## src/rtl/regfile_pkg.sv

```systemverilog
// Shared definitions for the register-file writeback arbiter.
// Contents:
//   DATA_W, ADDR_W, XZR_IDX : default data width, address width and zero-register index
//   wb_req_t                : one writeback request (destination address + data)
package regfile_pkg;

  localparam int DATA_W  = 64;
  localparam int ADDR_W  = 5;
  localparam int XZR_IDX = 31;

  typedef struct packed {
    logic [ADDR_W-1:0] addr;
    logic [DATA_W-1:0] data;
  } wb_req_t;

endpackage

```

## src/rtl/wb_slot.sv

```systemverilog
// wb_slot: single-entry holding slot for one writeback requester.
// Ports:
//   clk, reset        : clock, synchronous active-low reset
//   load              : capture load_addr/load_data and mark the slot full
//   load_addr/_data   : incoming request contents
//   clear             : slot was written to the regfile this cycle (empties unless reloaded)
//   full, addr, data  : registered slot state
module wb_slot #(
  parameter int DATA_W = regfile_pkg::DATA_W,
  parameter int ADDR_W = regfile_pkg::ADDR_W
) (
  input  logic              clk,
  input  logic              reset,
  input  logic              load,
  input  logic [ADDR_W-1:0] load_addr,
  input  logic [DATA_W-1:0] load_data,
  input  logic              clear,
  output logic              full,
  output logic [ADDR_W-1:0] addr,
  output logic [DATA_W-1:0] data
);

  // A same-edge load wins over clear: the granted entry leaves and the new one takes its place.
  // NOTE: sequential state uses non-blocking (<=) so every flop samples pre-edge values.
  always_ff @(posedge clk) begin
    if (!reset) begin
      full <= 1'b0;
    end else if (load) begin
      full <= 1'b1;
    end else if (clear) begin
      full <= 1'b0;
    end
  end

  // NOTE: the payload is not reset; it is only observed while full is set, so
  // resetting it would buy nothing but extra reset fan-out.
  always_ff @(posedge clk) begin
    if (load) begin
      addr <= load_addr;
      data <= load_data;
    end
  end

endmodule

```

## src/rtl/regfile_wb_arbiter.sv

```systemverilog
// regfile_wb_arbiter: merges the ALU (req0) and load (req1) writeback streams onto the
// single regfile write port.
// Ports:
//   clk, reset                    : clock, synchronous active-low reset
//   reqN_valid/ready/addr/data    : per-requester valid/ready handshake (N = 0 ALU, 1 load)
//   we3, wa3, wd3                 : regfile write port, combinational from held state
//   pending                       : one bit per register with an accepted, unwritten write
// Each requester owns one wb_slot. Writes to the zero register are acknowledged and
// dropped. Different addresses arbitrate round-robin; equal addresses go oldest first so
// the later value is the one left in the regfile.
module regfile_wb_arbiter #(
  parameter int DATA_W  = regfile_pkg::DATA_W,
  parameter int ADDR_W  = regfile_pkg::ADDR_W,
  parameter int XZR_IDX = regfile_pkg::XZR_IDX
) (
  input  logic                 clk,
  input  logic                 reset,
  input  logic                 req0_valid,
  output logic                 req0_ready,
  input  logic [ADDR_W-1:0]    req0_addr,
  input  logic [DATA_W-1:0]    req0_data,
  input  logic                 req1_valid,
  output logic                 req1_ready,
  input  logic [ADDR_W-1:0]    req1_addr,
  input  logic [DATA_W-1:0]    req1_data,
  output logic                 we3,
  output logic [ADDR_W-1:0]    wa3,
  output logic [DATA_W-1:0]    wd3,
  output logic [2**ADDR_W-1:0] pending
);

  localparam logic [ADDR_W-1:0] XZR = ADDR_W'(XZR_IDX);

  logic              full0, full1;
  logic [ADDR_W-1:0] addr0, addr1;
  logic [DATA_W-1:0] data0, data1;
  logic              grant0, grant1;
  logic              load0, load1;
  logic              ptr;     // round-robin pointer: 0 selects slot 0
  logic              older1;  // slot 1 holds the earlier handshake (meaningful when both full)
  logic              pick1;

  wb_slot #(.DATA_W(DATA_W), .ADDR_W(ADDR_W)) u_slot0 (
    .clk       (clk),
    .reset     (reset),
    .load      (load0),
    .load_addr (req0_addr),
    .load_data (req0_data),
    .clear     (grant0),
    .full      (full0),
    .addr      (addr0),
    .data      (data0)
  );

  wb_slot #(.DATA_W(DATA_W), .ADDR_W(ADDR_W)) u_slot1 (
    .clk       (clk),
    .reset     (reset),
    .load      (load1),
    .load_addr (req1_addr),
    .load_data (req1_data),
    .clear     (grant1),
    .full      (full1),
    .addr      (addr1),
    .data      (data1)
  );

  // Grant is suppressed while reset is low so a slot about to be discarded never
  // reaches the regfile on the reset edge.
  // NOTE: every always_comb output gets a default first, so no path can infer a latch.
  always_comb begin
    grant0 = 1'b0;
    grant1 = 1'b0;
    pick1  = 1'b0;
    if (reset) begin
      if (full0 && full1) begin
        pick1  = (addr0 == addr1) ? older1 : ptr;
        grant0 = !pick1;
        grant1 = pick1;
      end else begin
        grant0 = full0;
        grant1 = full1;
      end
    end
  end

  assign we3 = grant0 | grant1;
  assign wa3 = grant0 ? addr0 : (grant1 ? addr1 : '0);
  assign wd3 = grant0 ? data0 : (grant1 ? data1 : '0);

  // Ready comes from state (and reset) only; a slot being drained this cycle can take a new entry.
  assign req0_ready = !reset || !full0 || grant0;
  assign req1_ready = !reset || !full1 || grant1;

  // Zero-register handshakes complete but never occupy the slot.
  assign load0 = reset && req0_valid && req0_ready && (req0_addr != XZR);
  assign load1 = reset && req1_valid && req1_ready && (req1_addr != XZR);

  // Age flag: a lone new load is younger than whatever survives in the other slot;
  // on a same-edge pair (or a lone load into slot 1) slot 0 counts as older.
  always_ff @(posedge clk) begin
    if (!reset) begin
      ptr    <= 1'b0;
      older1 <= 1'b0;
    end else begin
      if (grant0) begin
        ptr <= 1'b1;
      end else if (grant1) begin
        ptr <= 1'b0;
      end
      if (load0 && !load1) begin
        older1 <= full1 && !grant1;
      end else if (load1) begin
        older1 <= 1'b0;
      end
    end
  end

  always_comb begin
    pending = '0;
    if (full0) pending[addr0] = 1'b1;
    if (full1) pending[addr1] = 1'b1;
    pending[XZR_IDX] = 1'b0;
    if (!reset) pending = '0;
  end

endmodule
```

## config.mk

```make
export PLATFORM = sky130hd
export DESIGN_NAME = regfile_wb_arbiter
export DESIGN_NICKNAME = d
export VERILOG_FILES = /design/src/rtl/regfile_pkg.sv /design/src/rtl/wb_slot.sv /design/src/rtl/regfile_wb_arbiter.sv
export SDC_FILE = /design/constraint.sdc
export NUM_CORES = 1
export LEC_CHECK = 0
export ABC_CLOCK_PERIOD_IN_PS = 17430
export CAP_MARGIN = 20
export CORE_UTILIZATION = 43
export CTS_BUF_LIST = sky130_fd_sc_hd__clkbuf_4 sky130_fd_sc_hd__clkbuf_8
export CTS_CLUSTER_DIAMETER = 60
export DETAILED_ROUTE_END_ITERATION = 12
export PLACE_DENSITY = 0.87
export SYNTH_ARGS = -nofsm -noshare
export SYNTH_HDL_FRONTEND = slang
export SYNTH_SLANG_ARGS = --single-unit
```

## constraint.sdc

```tcl
create_clock -name clk -period 17.43 [get_ports clk]
set_input_delay 5.229 -clock clk [delete_from_list [all_inputs] [get_ports clk]]
set_output_delay 5.229 -clock clk [all_outputs]
set_load 0.005 [all_outputs]
```

==> summary.txt, run 1 <==
Status
  – Status: completed

Setup path
  – CP dominant cell by count: clkdlybuf4s50_1
  – Kind of cell adding the most delay to the critical path: buffers and inverters
  – Startpoint types: input pin
  – CP Buf/Inv Count: 3
  – CP Data Required Time: 12.20 ns
  – Crit. End Element: output port
  – Critical setup path kind: input pin to output port
  – Slowest CP cell: clkdlybuf4s50_1
  – CP peak stage delay: 1.10 ns
  – Worst Path Arrival: 8.59 ns
  – Crit-path cells: clkdlybuf4s50_1, nand2_1, a21oi_4, buf_4, a22o_1, clkdlybuf4s50_1
  – Worst-path fanout max: 39

Power
  – Static Leakage: 2.96 nW
  – PwrDens: 84.4 nW/µm²
  – Final Power: 0.000742 W
  – Worst vdd ir: 0.0894 mV

Synth
  – Number of synthesized flops with an enable pin: 138
  – Post-Syn Area per Cell: 15.5 µm²
  – Syn_nets: 516
  – Ys async rst share: 0
  – Yosys reg bits: 142
  – Unique masters post-synth: 33
  – Sequential area share after synthesis: 0.727
  – Synthesized instance count: 374
  – Synth warn: 0
  – Synthesized cell area: 5810 µm²
  – Synth Flop Type: edfxtp_1

Place
  – Gp weighted congestion: 0.847
  – Pre-CTS WS: 3.62 ns
  – Port buffer count: 244
  – Cell total after placement: 771
  – DPL Wire Length: 11000 µm

Global routing
  – Global-route usage over all layers: 0.221
  – Largest net degree at the start of global routing: 53
  – First-pass GRT wire length: 23300 µm
  – Vias in the first global route: 4362
  – GRT overflow: 0
  – Initial antenna violation count: 0

Final layout
  – Final Non-Filler Cells: 803
  – Nets: 756
  – Area grow syn2layout: 51.3%
  – Fraction of layout instances using a drive strength above 1: 0.0750
  – ANT cells: 0
  – Fill cell count: 880
  – Final core utilization: 0.667

Routing
  – Vias per cell: 5.41
  – Drt drc: 0
  – Avg WL per Cell: 19.3 µm
  – Iter 0 DRT Violations: 465
  – Via Count: 4345
  – DRT Pass-1 Iters: 5
  – Final wirelength: 15500 µm
  – ANT nets after route: 0

Clocking
  – CTS Buf Count: 17
  – Htree depth: 4
  – CTS Hold Bufs: 0
  – Clock-pin slew on the worst setup and hold paths: 0.07 ns
  – Root buf cell: clkbuf_8
  – CTS sink count: 142
  – CTS tree: yes
  – Worst skew pair latency: 0.44 ns
  – Max Buffers Root-to-Sink: 2
  – CTS resizes: 0
  – Post-CTS setup buffer count: 0

STA
  – Unrepaired setup endpoints after global routing: false
  – Worst Skew: 0.0127 ns
  – Final hold violation count: 0
  – Peak Freq: 72.3 MHz
  – Tmin final: 13.82 ns
  – TNS Setup: 0 ns
  – Final worst path period share: 0.793
  – Slew Viols, Final: 0
  – Worst setup margin: 3.61 ns
  – Worst Max-Slew Pin Slew: 0.961 ns
  – Max_slew headroom: 0.358
  – Final Setup Violations: 0

Floorplanning
  – Die height: 118 µm
  – Initial Utilization: 0.441
  – CORE AREA: 13200 µm²
  – Site Rows: 42
  – Boundary pin count: 246
  – Die Width: 118 µm
  – Die area: 14000 µm²

Run
  – Max cap viols: 0

Min path
  – Min-delay worst type: register to register
-- where the power goes --
group | total (W) | switching [W] | internal, W
Combinational | 0.0000853 | 0.0000320 | 0.0000533
Clock | 0.000257 | 0.000128 | 0.000128
Sequential | 0.000400 | 0.00000767 | 0.000392
-- cells in the final DEF (no fill, tap or decap), drive strengths merged, types with 2 or more instances in the layout --
cell / netlist / final
inv: 1 / 5
clkinv: 0 / 5
o211ai: 3 / 3
bufinv: 0 / 2
buf: 19 / 6
or3b: 5 / 5
nor2b: 2 / 2
nand2: 13 / 13
xor2: 2 / 2
nand3b: 10 / 10
o22ai: 31 / 31
clkinvlp: 0 / 4
and3: 2 / 2
edfxtp: 138 / 138
clkbuf: 10 / 17
nor2: 7 / 7
a22o: 69 / 69
or3: 2 / 2
nand3: 7 / 7
clkdlybuf4s50: 0 / 244
and2: 32 / 32
dfxtp: 4 / 4
a21oi: 3 / 3
xnor2: 3 / 3
nor3: 3 / 3
-- flip-flops by register name (all words and copies together) (netlist names) --
name / flops
u_slot1.data: 64
u_slot1.addr: 5
u_slot0.data: 64
u_slot0.addr: 5
u_slot0.full: 1
ptr: 1
u_slot1.full: 1
older1: 1
-- final cells by class --
class | instances | area, µm² | area share
Clock buffer | 17 | 234 | 0.0266
Clock inverter | 15 | 160 | 0.0182
Inverter | 1 | 3.75 | 0.000427
Multi-Input combinational cell | 202 | 1470 | 0.167
Sequential cell | 142 | 4220 | 0.480
Tap cell | 176 | 220 | 0.0250
Timing Repair Buffer | 250 | 2490 | 0.283
-- through the flow --
| step | hold slack [ns] | instance area [µm²] |
|---|---|---|
| 2_1_floorplan | 0.600 | 5810 |
| 3_3_place_gp | 0.617 | 8400 |
| 3_5_place_dp | 0.641 | 8400 |
| 4_1_cts | 0.652 | 8800 |
| 5_1_grt | 0.685 | 8800 |
| 6_report | 0.651 | 8800 |
-- cell usage after synthesis (3+ instances only) --
library cell,n,area share
nand2_1,13,0.0084
buf_4,4,0.0052
nor2_1,7,0.0045
buf_2,14,0.012
clkbuf_1,10,0.0065
nor3_1,3,0.0026
or3b_2,5,0.0075
nand3_1,7,0.0060
edfxtp_1,138,0.71
a22o_1,69,0.10
nand3b_1,10,0.013
o22ai_1,31,0.033
dfxtp_1,4,0.014
o211ai_1,3,0.0039
and2_1,32,0.034
-- tightest hold or removal path: cells and delay by family, from the launching register on --
kind / cells / cell delay [ns]
flip-flops: 1 / 0.34
AO/OA/AOI/OAI: 1 / 0.12
AND/OR/NAND/NOR: 1 / 0.15
-- kinds of logic (layout without fill, tap and decap cells) --
group	Yosys count	after routing	synth area share
other cells	1	1	0.000645
simple gates	84	84	0.0840
flops	142	142	0.727
compound gates	112	112	0.153
xor+xnor	5	5	0.00883
buf+inv	30	283	0.0263
-- worst paths after layout --
path | startpoint | to | slack (ns) | depth (start not counted)
hold / removal | older1 | older1 | 0.65 | 2
setup reg to reg | u_slot1.addr[4] | u_slot1.data[63] | 14.33 | 6
setup / recovery | reset | wd3[8] | 3.61 | 6
hold reg to reg | older1 | older1 | 0.65 | 2
-- layer usage --
layer | share of wire | track usage | vias to the layer above
li1 | - | - | 1982
met5 | 0 | 0 | -
met3 | 0.082 | 0.0661 | 29
met2 | 0.52 | 0.385 | 262
met1 | 0.38 | 0.250 | 2072
met4 | 0.022 | 0.0994 | 0
Note: power is estimated with default switching activity, not from simulation.
==> run 2, diff against run 1 <==
--- a/config.mk
+++ b/config.mk
@@ -5,13 +5,13 @@
 export SDC_FILE = /design/constraint.sdc
 export NUM_CORES = 1
 export LEC_CHECK = 0
-export ABC_CLOCK_PERIOD_IN_PS = 17430
+export ABC_CLOCK_PERIOD_IN_PS = 12600
 export CAP_MARGIN = 20
-export CORE_UTILIZATION = 43
+export CORE_UTILIZATION = 40
 export CTS_BUF_LIST = sky130_fd_sc_hd__clkbuf_4 sky130_fd_sc_hd__clkbuf_8
 export CTS_CLUSTER_DIAMETER = 60
 export DETAILED_ROUTE_END_ITERATION = 12
-export PLACE_DENSITY = 0.87
+export PLACE_DENSITY = 0.85
 export SYNTH_ARGS = -nofsm -noshare
 export SYNTH_HDL_FRONTEND = slang
 export SYNTH_SLANG_ARGS = --single-unit
==> constraint.sdc (replaced) <==
create_clock -name clk -period 12.6 [get_ports clk]
set_input_delay 3.78 -clock clk [delete_from_list [all_inputs] [get_ports clk]]
set_output_delay 3.78 -clock clk [all_outputs]
set_load 0.005 [all_outputs]
==> run 2 against run 1 <==
Effect of this change:
- clock skew shrank 0.0012 ns
- via count grew 0.83%
- power grew 45%
- sequential share of layout area shrank 0.33 points
- die area grew 7.4%
- clock power grew 56%
- cell count grew 0.62%
- largest cell class unchanged
- critical path type unchanged
- flip-flop and latch count is the same
- register-to-register slack lost 5.0 ns
- non-clock buffer count grew 1
==> summary.txt, run 2 (synthesized netlist as in run 1, its figures left out) <==
Setup path
  – Crit-path cells: clkdlybuf4s50_1, nand2_1, a21oi_4, buf_4, a22o_1, clkdlybuf4s50_1
  – CP dominant cell by count: clkdlybuf4s50_1
  – Crit. End Element: output port
  – CP Buf/Inv Count: 3 (unchanged)
  – Critical setup path kind: input pin to output port
  – Kind of cell adding the most delay to the critical path: buffers and inverters
  – Startpoint types: input pin
  – Worst Path Arrival: 7.12 ns (-1.47 ns)
  – CP Data Required Time: 8.82 ns (-3.38 ns)
  – Worst-path fanout max: 39 (unchanged)
  – CP peak stage delay: 1.09 ns (about the same)
  – Slowest CP cell: clkdlybuf4s50_1

Floorplanning
  – Die area: 15000 µm² (+7.4%)
  – Die Width: 123 µm (+3.6%)
  – Initial Utilization: 0.414 (-0.0267)
  – CORE AREA: 14000 µm² (+6.5%)
  – Site Rows: 43 (+2.4%)
  – Die height: 123 µm (+3.6%)
  – Boundary pin count: 246 (unchanged)

Routing
  – DRT Pass-1 Iters: 5 (unchanged)
  – ANT nets after route: 0 (unchanged)
  – Final wirelength: 16300 µm (+5.4%)
  – Iter 0 DRT Violations: 263 (-43%)
  – Drt drc: 0 (unchanged)
  – Vias per cell: 5.42 (+0.20%)
  – Via Count: 4381 (+0.83%)
  – Avg WL per Cell: 20.2 µm (+4.7%)

Place
  – Placed cell area: 8410 µm² (+0.15%)
  – Port buffer count: 244 (unchanged)
  – Gp weighted congestion: 0.829 (-2.1%)
  – DPL Wire Length: 11300 µm (+2.6%)

Clocking
  – Max Buffers Root-to-Sink: 2 (unchanged)
  – CTS resizes: 0 (unchanged)
  – Htree depth: 4 (unchanged)
  – CTS Buf Count: 17 (unchanged)
  – CTS sink count: 142 (unchanged)
  – Worst skew pair latency: 0.45 ns (about the same)
  – Post-CTS setup buffer count: 0 (unchanged)
  – Root buf cell: clkbuf_8
  – CTS Hold Bufs: 0 (unchanged)
  – CTS tree: yes
  – Clock-pin slew on the worst setup and hold paths: 0.07 ns (about the same)

Final layout
  – Area grow syn2layout: 52.4%
  – Commonest non-fill, non-tap cell in the layout: clkdlybuf4s50_1
  – Nets: 757 (+0.13%)
  – Fill cell count: 1000 (+14%)
  – Most frequent cells in the layout: 244 x clkdlybuf4s50_1, 138 x edfxtp_1, 69 x a22o_1
  – Fraction of layout instances using a drive strength above 1: 0.0764 (+0.00147)
  – ANT cells: 0 (unchanged)
  – Final Cell Area: 8860 µm² (+0.70%)
  – Top flop regs: u_slot0.data (64), u_slot1.data (64)
  – Final core utilization: 0.631 (-0.0361)

STA
  – Final Setup Violations: 0 (unchanged)
  – Final hold violation count: 0 (unchanged)
  – Worst Skew: 0.0116 ns (-0.00116 ns)
  – Worst Max-Slew Pin Slew: 1.04 ns (+0.0755 ns)
  – Slew Viols, Final: 0 (unchanged)
  – Tmin final: 10.90 ns
  – Max_slew headroom: 0.307 (-0.0504)
  – Unrepaired setup endpoints after global routing: false
  – Final worst path period share: 0.865
  – Peak Freq: 91.8 MHz
  – TNS Setup: 0 ns (unchanged)

Power
  – Worst vdd ir: 0.0969 mV (+8.4%)
  – PwrDens: 121 nW/µm² (+44%)
  – Static Leakage: 3.00 nW (+1.3%)
  – Final Power: 0.00107 W (+45%)

Global routing
  – Initial antenna violation count: 0 (unchanged)
  – GRT overflow: 0 (unchanged)
  – Vias in the first global route: 4468 (+2.4%)
  – Global-route usage over all layers: 0.218 (-0.00352)
  – First-pass GRT wire length: 23900 µm (+2.6%)
  – Largest net degree at the start of global routing: 48 (-9.4%)

Min path
  – Min-delay worst type: register to register

Status
  – Status: completed

Run
  – Max cap viols: 0 (unchanged)
run 2: cell types whose count changed in the layout (fill, tap and decap cells not counted):
cell        delta
clkinvlp_4     -3
bufinv_16      +2
clkinv_4       +1
buf_4          +1
inv_8          +1
inv_6          -1
run 2: where the power goes:
| group | switching (W) | internal, W | total, W |
|---|---|---|---|
| Clock | 0.000182 | 0.000219 | 0.000401 |
| Sequential | 0.0000109 | 0.000543 | 0.000554 |
| Combinational | 0.0000452 | 0.0000740 | 0.000119 |
| Total | 0.000238 | 0.000836 | 0.00107 |
run 2: worst paths after layout:
check | startpoint | to | slack [ns] | depth (start not counted)
worst min register to register | older1 | older1 | 0.64 | 2
worst max register to register | u_slot1.addr[4] | u_slot1.data[63] | 9.31 | 6
worst max-delay path | reset | wd3[47] | 1.70 | 6
worst min-delay path | older1 | older1 | 0.64 | 2
run 2: area by class of cell:
type / count / area (µm²) / area share
well taps: 180 / 225 / 0.0254
clock buffers: 17 / 234 / 0.0264
clock inverters: 15 / 209 / 0.0236
flip-flops and latches: 142 / 4220 / 0.477
repair buffers: 251 / 2490 / 0.282
inverters: 1 / 3.75 / 0.000424
multi-input cells: 202 / 1470 / 0.166
run 2: metrics by stage:
stage / cells / hold WS [ns] / setup slack (ns)
after floorplan: 374 / 0.600 / 3.02
after global placement: 776 / 0.617 / 1.87
after detailed placement: 776 / 0.621 / 1.75
after CTS: 808 / 0.634 / 1.68
after global routing: 808 / 0.655 / 1.44
final: 808 / 0.638 / 1.70
run 2: per-layer routing:
layer,global-route usage,vias to the layer above,wire (µm)
met4,0.0915,0,414
met1,0.243,2099,6160
met5,0,-,0
met3,0.0697,36,1280
li1,-,1979,-
met2,0.381,267,8450
run 2: tightest hold or removal path, cell delays in order (launching register included):
cell	delay [ns]
dfxtp_1	0.33
and2_1	0.14
a2bb2oi_1	0.12
==> run 3, diff against run 2 <==
--- a/config.mk
+++ b/config.mk
@@ -7,11 +7,15 @@
 export LEC_CHECK = 0
 export ABC_CLOCK_PERIOD_IN_PS = 12600
 export CAP_MARGIN = 20
-export CORE_UTILIZATION = 40
+export CELL_PAD_IN_SITES_DETAIL_PLACEMENT = 0
+export CELL_PAD_IN_SITES_GLOBAL_PLACEMENT = 1
+export CORE_UTILIZATION = 43
 export CTS_BUF_LIST = sky130_fd_sc_hd__clkbuf_4 sky130_fd_sc_hd__clkbuf_8
 export CTS_CLUSTER_DIAMETER = 60
 export DETAILED_ROUTE_END_ITERATION = 12
-export PLACE_DENSITY = 0.85
+export DONT_BUFFER_PORTS = 1
+export GPL_ROUTABILITY_DRIVEN = 0
+export PLACE_DENSITY = 0.79
 export SYNTH_ARGS = -nofsm -noshare
 export SYNTH_HDL_FRONTEND = slang
 export SYNTH_SLANG_ARGS = --single-unit
==> run 3 against run 2 <==
Effect of this change:
- non-clock buffer count fell by 245
- first-iteration DRC count is 9.1% lower
- flip-flop and latch count did not move
- hold slack improved by 0.0036 ns
- critical path type unchanged
- largest power group unchanged
==> summary.txt, run 3 (synthesized netlist as in run 1, its figures left out) <==
Status
  – Status: completed

Clocking
  – Max Buffers Root-to-Sink: 2 (unchanged)
  – Worst skew pair latency: 0.43 ns (-0.02 ns)
  – CTS Buf Count: 17 (unchanged)
  – CTS sink count: 142 (unchanged)
  – Root buf cell: clkbuf_8
  – Htree depth: 4 (unchanged)
  – CTS tree: yes
  – CTS resizes: 0 (unchanged)
  – Post-CTS setup buffer count: 0 (unchanged)
  – CTS Hold Bufs: 0 (unchanged)
  – Clock-pin slew on the worst setup and hold paths: 0.09 ns (+0.02 ns)

Setup path
  – R2R Path Start: u_slot1.addr[4]
  – Reg-to-Reg End: u_slot1.data[56]
  – CP peak stage delay: 0.56 ns (-0.53 ns)
  – R2R setup slack: 9.74 ns (+0.43 ns)
  – Crit. End Element: output port
  – Crit-path cells: nand2_1, a21oi_4, buf_4, a22o_1
  – Critical setup path kind: input pin to output port
  – CP Data Required Time: 8.82 ns (about the same)
  – Worst-path fanout max: 45 (+15%)
  – Startpoint types: input pin
  – Worst Setup SP: reset
  – Worst Setup EP: wd3[28]
  – Worst r2r path cells: 6 (unchanged)
  – Slowest CP cell: a21oi_4
  – Worst Path Arrival: 5.22 ns (-1.90 ns)

STA
  – Worst setup margin: 3.60 ns (+1.89 ns)
  – Max_slew headroom: 0.418 (+0.111)
  – Final hold violation count: 0 (unchanged)
  – Tmin final: 9.00 ns (-1.89 ns)
  – Peak Freq: 111 MHz (+21%)
  – Slew Viols, Final: 0 (unchanged)
  – Unrepaired setup endpoints after global routing: false
  – Final worst path period share: 0.715 (-0.150)
  – Final Setup Violations: 0 (unchanged)
  – Worst hold slack: 0.642 ns (+0.00363 ns)
  – TNS Setup: 0 ns (unchanged)
  – Worst Skew: 0.0127 ns (+0.00114 ns)
  – Worst Max-Slew Pin Slew: 0.873 ns (-0.164 ns)

Floorplanning
  – Die area: 14000 µm² (-6.9%)
  – Boundary pin count: 246 (unchanged)
  – Site Rows: 42 (-2.3%)
  – Initial Utilization: 0.441 (+0.0267)
  – Die Width: 118 µm (-3.5%)
  – CORE AREA: 13200 µm² (-6.1%)
  – Die height: 118 µm (-3.5%)

Place
  – Pre-CTS WS: 3.61 ns (+1.86 ns)
  – Port buffer count: 0 (-100%)
  – DPL Wire Length: 9900 µm (-12%)

Power
  – Combinational power share: 0.048 (-0.063)
  – Reg power frac: 0.579 (+0.063)
  – Clock share of power: 0.372 (about the same)
  – Static Leakage: 2.05 nW (-31%)
  – Sw Ratio: 0.226 (+0.00403)
  – Power Internal: 0.000741 W (-11%)
  – PwrDens: 151 nW/µm² (+24%)
  – P_sw: 0.000216 W (-9.2%)
  – Worst vdd ir: 0.116 mV (+19%)

Final layout
  – Commonest non-fill, non-tap cell in the layout: edfxtp_1
  – Nets: 512 (-32%)
  – Fill cell count: 1127 (+13%)
  – Top flop regs: u_slot0.data (64), u_slot1.data (64)
  – Most frequent cells in the layout: 138 x edfxtp_1, 69 x a22o_1, 32 x and2_1
  – Fraction of layout instances using a drive strength above 1: 0.123 (+0.0463)
  – ANT cells: 0 (unchanged)
  – Area grow syn2layout: 9.43%

Global routing
  – GRT overflow: 0 (unchanged)
  – Initial antenna violation count: 1 (+1)
  – Largest net degree at the start of global routing: 68 (+42%)
  – First-pass GRT wire length: 20000 µm (-16%)
  – Global-route usage over all layers: 0.195 (-0.0225)
  – Vias in the first global route: 3386 (-24%)

Routing
  – ANT nets after route: 0 (unchanged)
  – Iter 0 DRT Violations: 239 (-9.1%)
  – Via Count: 3382 (-23%)
  – Final wirelength: 13600 µm (-17%)
  – Drt drc: 0 (unchanged)
  – DRT Pass-1 Iters: 5 (unchanged)
  – Avg WL per Cell: 24.3 µm (+20%)
  – Vias per cell: 6.05 (+12%)

Run
  – Max cap viols: 0 (unchanged)

Min path
  – Min-delay worst type: register to register
## run 3: routing by layer
metal / wire (µm) / up-vias / track usage
met2: 7280 / 226 / 0.352
met4: 363 / 0 / 0.0761
met5: 0 / - / 0
li1: - / 1488 / -
met1: 4370 / 1639 / 0.189
met3: 1540 / 29 / 0.0960
## run 3: layout make-up
cell class / instances / area (µm²) / area share
flip-flops and latches: 142 / 4220 / 0.664
multi-input cells: 202 / 1470 / 0.231
clock buffers: 18 / 241 / 0.0380
well taps: 176 / 220 / 0.0346
clock inverters: 14 / 159 / 0.0250
repair buffers: 6 / 45.0 / 0.00708
inverters: 1 / 3.75 / 0.000590
## run 3: through the flow
step                      instances  area (µm²)   util  power (W)
final                           559        6360  0.482   0.000958
after global routing            559        6360  0.482   0.000990
after CTS                       559        6360  0.482   0.000966
after detailed placement        527        5960  0.452   0.000613
after global placement          527        5960  0.452   0.000611
after floorplan                 374        5810      -   0.000601
## run 3: worst min path at each step
stage,start,endpoint,cells after the start
after floorplan,older1,older1,2
after global placement,older1,older1,2
after detailed placement,older1,older1,2
after CTS,older1,older1,2
after global routing,older1,older1,2
final,older1,older1,2
## run 3: power by group through the flow
stage                     clock [W]  sequential, W  combinational [W]
final                      0.000356       0.000555          0.0000464
after detailed placement          0       0.000566          0.0000468
after CTS                  0.000364       0.000555          0.0000469
after global placement            0       0.000565          0.0000456
after floorplan                   0       0.000560          0.0000410
after global routing       0.000382       0.000557          0.0000508
## run 3: worst max-delay path, delay by kind of cell
| family | cells | cell delay [ns] |
|---|---|---|
| AOI/OAI and AO/OA | 2 | 0.80 |
| buffers and inverters | 1 | 0.52 |
| and+or+nand+nor | 1 | 0.07 |
